==> src/rtl/regfile_wb_arbiter.sv <==
// Round-robin writeback arbiter for the single register-file write port.
// Registers the winning write, drops x0 writes and flags forwarding hits.
module regfile_wb_arbiter #(
  parameter int NUM_REQ = 3,
  parameter int ADDR_W  = 5,
  parameter int DATA_W  = 32
) (
  input  logic                      clk,
  input  logic                      rst_n,
  input  logic                      wb_hold,
  input  logic [NUM_REQ-1:0]        req_valid,
  input  logic [NUM_REQ*ADDR_W-1:0] req_addr,
  input  logic [NUM_REQ*DATA_W-1:0] req_data,
  output logic [NUM_REQ-1:0]        req_ready,
  output logic                      rf_we,
  output logic [ADDR_W-1:0]         rf_waddr,
  output logic [DATA_W-1:0]         rf_wdata,
  output logic [2:0]                rf_wsrc,
  output logic                      fwd_hit1,
  output logic                      fwd_hit2,
  input  logic [ADDR_W-1:0]         fwd_raddr1,
  input  logic [ADDR_W-1:0]         fwd_raddr2
);

  localparam int PW = (NUM_REQ > 1) ? $clog2(NUM_REQ) : 1;

  logic [PW-1:0]     rrPtr;
  logic [PW-1:0]     gntIdx;
  logic [PW-1:0]     rrNext;
  logic              gntAny;
  logic [ADDR_W-1:0] selAddr;
  logic [DATA_W-1:0] selData;

  // Search starts at rrPtr and wraps; the first valid source wins.
  always_comb begin
    int            idx;
    logic [PW-1:0] cand;
    idx    = 0;
    cand   = '0;
    gntAny = 1'b0;
    gntIdx = '0;
    for (int k = 0; k < NUM_REQ; k++) begin
      idx = int'(rrPtr) + k;
      if (idx >= NUM_REQ) idx = idx - NUM_REQ;
      cand = PW'(idx);
      if (!gntAny && req_valid[cand]) begin
        gntAny = 1'b1;
        gntIdx = cand;
      end
    end
    if (wb_hold || !rst_n) gntAny = 1'b0;
  end

  always_comb begin
    req_ready = '0;
    if (gntAny) req_ready = NUM_REQ'(1) << gntIdx;
  end

  assign rrNext = (gntIdx == PW'(NUM_REQ - 1)) ? '0
                : gntIdx + PW'(1);
  assign selAddr = req_addr[int'(gntIdx)*ADDR_W +: ADDR_W];
  assign selData = req_data[int'(gntIdx)*DATA_W +: DATA_W];

  always_ff @(posedge clk or negedge rst_n) begin
    if (!rst_n) begin
      rrPtr    <= '0;
      rf_we    <= 1'b0;
      rf_waddr <= '0;
      rf_wdata <= '0;
      rf_wsrc  <= '0;
    end else if (gntAny) begin
      rrPtr    <= rrNext;
      rf_we    <= (selAddr != '0);
      rf_waddr <= selAddr;
      rf_wdata <= selData;
      rf_wsrc  <= 3'(gntIdx);
    end else begin
      rf_we <= 1'b0;
    end
  end

  assign fwd_hit1 = rf_we && (rf_waddr == fwd_raddr1)
                 && (fwd_raddr1 != '0);
  assign fwd_hit2 = rf_we && (rf_waddr == fwd_raddr2)
                 && (fwd_raddr2 != '0);

  readyOneHot: assert property (
    @(posedge clk) disable iff (!rst_n) $onehot0(req_ready)
  );

endmodule
==> config.mk <==
export PLATFORM = sky130hd
export DESIGN_NAME = regfile_wb_arbiter
export DESIGN_NICKNAME = d
export VERILOG_FILES = /design/src/rtl/regfile_wb_arbiter.sv
export SDC_FILE = /design/constraint.sdc
export NUM_CORES = 1
export LEC_CHECK = 0
export CAP_MARGIN = 20
export CORE_AREA = 2 2 88 90
export DETAILED_ROUTE_END_ITERATION = 16
export DIE_AREA = 0 0 90 92
export GPL_TIMING_DRIVEN = 0
export HOLD_SLACK_MARGIN = 0.12
export PLACE_DENSITY = 0.94
export SLEW_MARGIN = 20
export SYNTH_ARGS = -nofsm -noshare
export SYNTH_HDL_FRONTEND = slang
export SYNTH_SLANG_ARGS = --single-unit
==> constraint.sdc <==
create_clock -name clk -period 5 [get_ports clk]
set_clock_uncertainty 0.15 [all_clocks]
set_input_delay 0.5 -clock clk [delete_from_list [all_inputs] [get_ports clk]]
set_output_delay 0.5 -clock clk [all_outputs]
set_load 0.05 [all_outputs]
==> metrics.csv <==
stage;metric;value;unit
timing;timing.slew.headroom;61.3;%
global_routing;globalRouteMet3Util;6.33;%
clocking;cts_buffers;5;
place;place_inst;616;
route;drtAntennaViolNets;0;
global_routing;grt_busiest_layer;met2;
timing;fin_crit_sh;81.7;%
layout;final_common_cell;clkdlybuf4s50_1;
power;max-vdd-ir-drop;0.244;mV
layout;final_cell_mix;clkdlybuf4s50_1, nor2_1, dfrtp_1;
synth;syn_area;0.00297;sq mm
synth;syn_inst;342;
timing;holdWs;0.330;ns
layout;final_nets;653;
synth;netlist.area_leader.share;35.4;%
layout;fin_cells;624;
synth;ys_seq_area_share;35.4;%
worst_hold_path;hold_depth;1;
timing;hold_viol;0;
synth;synth-edff-count;0;
synth;yosys-top-cells-area;dfrtp_1, a311oi_1, a21o_1;
floorplan;ios;173;
setup_path;cp.required;4.35;ns
worst_hold_path;hold_path.class;flip-flop to flip-flop;
route;drc_errors;0;
timing;fmaxAchievable;245;MHz
setup_path;worstPathMaxFanout;10;
power;p_leak;2.17;nW
floorplan;die_area;0.00828;sq mm
global_routing;grt_overflow;0;
setup_path;cp_data_arrival_time;3.43;ns
global_routing;grt_usage;26.1;%
synth;yosysTopAreaCell;dfrtp_1;
clocking;cts_sinks;42;
timing;maxSlewViolCount;0;
run;max_cap_viol_count;0;
clocking;clkLatencyLatePin;0.29;ns
layout;antenna_cells_inserted;0;
floorplan;die_y;92;um
clocking;clk_pin_slew;0.09;ns
global_routing;gr-usage-met1;30.3;%
synth;synth.net_count;473;
synth;synthArstFlopShare;100;%
layout;drive_gt1_share;9.77;%
floorplan;core;0.00745;sq mm
clocking;cts_tree;yes;
clocking;cts_max_path_buffers;2;
status;status;finished, final reports clean;
setup_path;r2r_start;rrPtr[1];
global_routing;grtUsageMet2;46.9;%
timing;rsz0062_at_grt;no;
global_routing;grt_max_degree;24;
place;dpl.hpwl;8.39;mm
floorplan;initial_core_util;39.9;%
setup_path;worstSetupPathType;flip-flop to output port;
setup_path;r2r_slack;2.11;ns
route;first_pass_iters;4;
global_routing;antenna_found_initial;0;
setup_path;start_kind;flip-flop;
floorplan;rows;32;
clocking;htree_levels;2;
route;routedWlPerCell;17.2;um
power;finalPower;2.96;mW
synth;synth_cell_type_count;47;
route;first_iter_violations;165;
layout;syn2layout_area_growth;66.9;%
clocking;post_cts_buffers;0;
timing;worstMarginPinSlew;0.581;ns
power;pwr_density_cell;598;mW/mm^2
timing;worst_slack;0.917;ns
route;routed-via-count;3512;
synth;ys_dominant_reg_cell;dfrtp_1;
setup_path;crit_path_end_kind;output port;
place;place.gp.congestion;0.824;
place;portBuffers;171;
worst_hold_path;worstHoldStart;rf_wdata[30];
synth;ys_seq_elements;42;
global_routing;grt_pass1_wl;17.5;mm
place;pre_cts_ws;0.964;ns
timing;fin_setup_tns;0;ns
setup_path;ff2ff_path_depth;9;
route;viasPerCell;5.63;
global_routing;grt_pass1_vias;3638;
setup_path;cp-startpoint;rrPtr[0];
timing;setup_viol;0;
synth;ys_warn_count;0;
route;drt_wl_total;10.7;mm
timing;min_period;4.08;ns
synth;synth_area_per_cell;8.68;sq um
clocking;root_buffer;clkbuf_8;
floorplan;die-width;90;um
[area by class of cell]
class                           count  area [sq um]
Buffer                             34           213
Tap cell                          102           128
Sequential cell                    42          1050
Timing Repair Buffer              173          1740
Inverter                            6          22.5
Clock inverter                      1          30.0
Fill cell                         622          2490
Multi-Input combinational cell    260          1680
Clock buffer                        6          82.6
[report_power, final]
part	internal, mW	leakage, nW	total, mW	switching [mW]
registers	0.498	0.523	0.613	0.115
logic	0.780	1.59	2.07	1.29
clock network	0.160	0.0573	0.285	0.125
total	1.44	2.17	2.96	1.52
[routing by layer]
metal  vias to the layer above  wire [um]
met5                         -          0
met1                      1686       4340
met2                       163       5370
li1                       1637          -
met4                         0        252
met3                        26        778
[flip-flops by register name, summed over array words and instances (netlist names)]
name      flops
rf_wdata     32
rf_wsrc       2
rf_we         1
rf_waddr      5
rrPtr         2
[cells in the mapped netlist, types with 2 or more instances]
| master | n |
|---|---|
| mux2i_1 | 3 |
| inv_1 | 5 |
| dfrtp_1 | 42 |
| ha_1 | 4 |
| o21ai_0 | 22 |
| nand3b_1 | 3 |
| buf_6 | 4 |
| nor4_1 | 4 |
| xnor2_1 | 2 |
| nor2_1 | 42 |
| a21oi_1 | 4 |
| o21ai_2 | 12 |
| o21ai_1 | 11 |
| a311oi_1 | 34 |
| clkbuf_1 | 10 |
| buf_2 | 11 |
| buf_4 | 6 |
| clkbuf_2 | 2 |
| xor2_1 | 6 |
| nand3_1 | 37 |
| and3_1 | 2 |
| o21a_1 | 2 |
| nor3_1 | 3 |
| nor2b_1 | 5 |
| a21o_1 | 35 |
| nand2_1 | 8 |
| nand2b_1 | 2 |
| a31o_1 | 2 |
[logic make-up (layout without fill, tap and decap cells)]
| group | after synthesis | in the layout | synth area share [%] |
|---|---|---|---|
| adder cells (fa/ha/maj) | 4 | 4 | 1.69 |
| multiplexers | 3 | 3 | 1.01 |
| AND/OR/NAND/NOR | 110 | 110 | 17.5 |
| XOR/XNOR | 8 | 8 | 2.36 |
| AO/OA/AOI/OAI | 134 | 134 | 34.0 |
| flip-flops | 42 | 42 | 35.4 |
| other | 1 | 1 | 0.126 |
| buffers and inverters | 40 | 220 | 7.93 |
[worst max-delay path, cell delays in order, from the launching register on]
cell,delay [ns]
dfrtp_1,0.39
inv_1,0.08
ha_1,0.20
buf_2,0.19
nor2b_1,0.17
o32ai_1,0.13
a22oi_4,0.35
clkbuf_1,0.45
nor2b_1,0.23
and2_1,0.14
clkdlybuf4s50_1,0.80
[per-stage QoR]
stage / util [%] / area (sq um)
6_report: 66.5 / 4950
3_3_place_gp: 64.5 / 4810
2_1_floorplan: - / 2970
3_5_place_dp: 64.9 / 4830
4_1_cts: 66.5 / 4950
5_1_grt: 66.5 / 4950
[repair_timing]
item / CTS / global route
hold buffers: 1 / 0
endpoints found under the hold margin: 21 / 0
resized for setup: 0 / 0
[path summary, 6_finish.rpt]
path,endpoint
worst max-delay path,req_ready[1]
worst max register to register,rf_wdata[1]
worst min-delay path,rf_wdata[30]
min in group asynchronous,rf_wdata[17]
worst min register to register,rf_wdata[30]
max in group asynchronous,rf_wdata[28]
No activity file was read; power rests on OpenSTA's default activity.
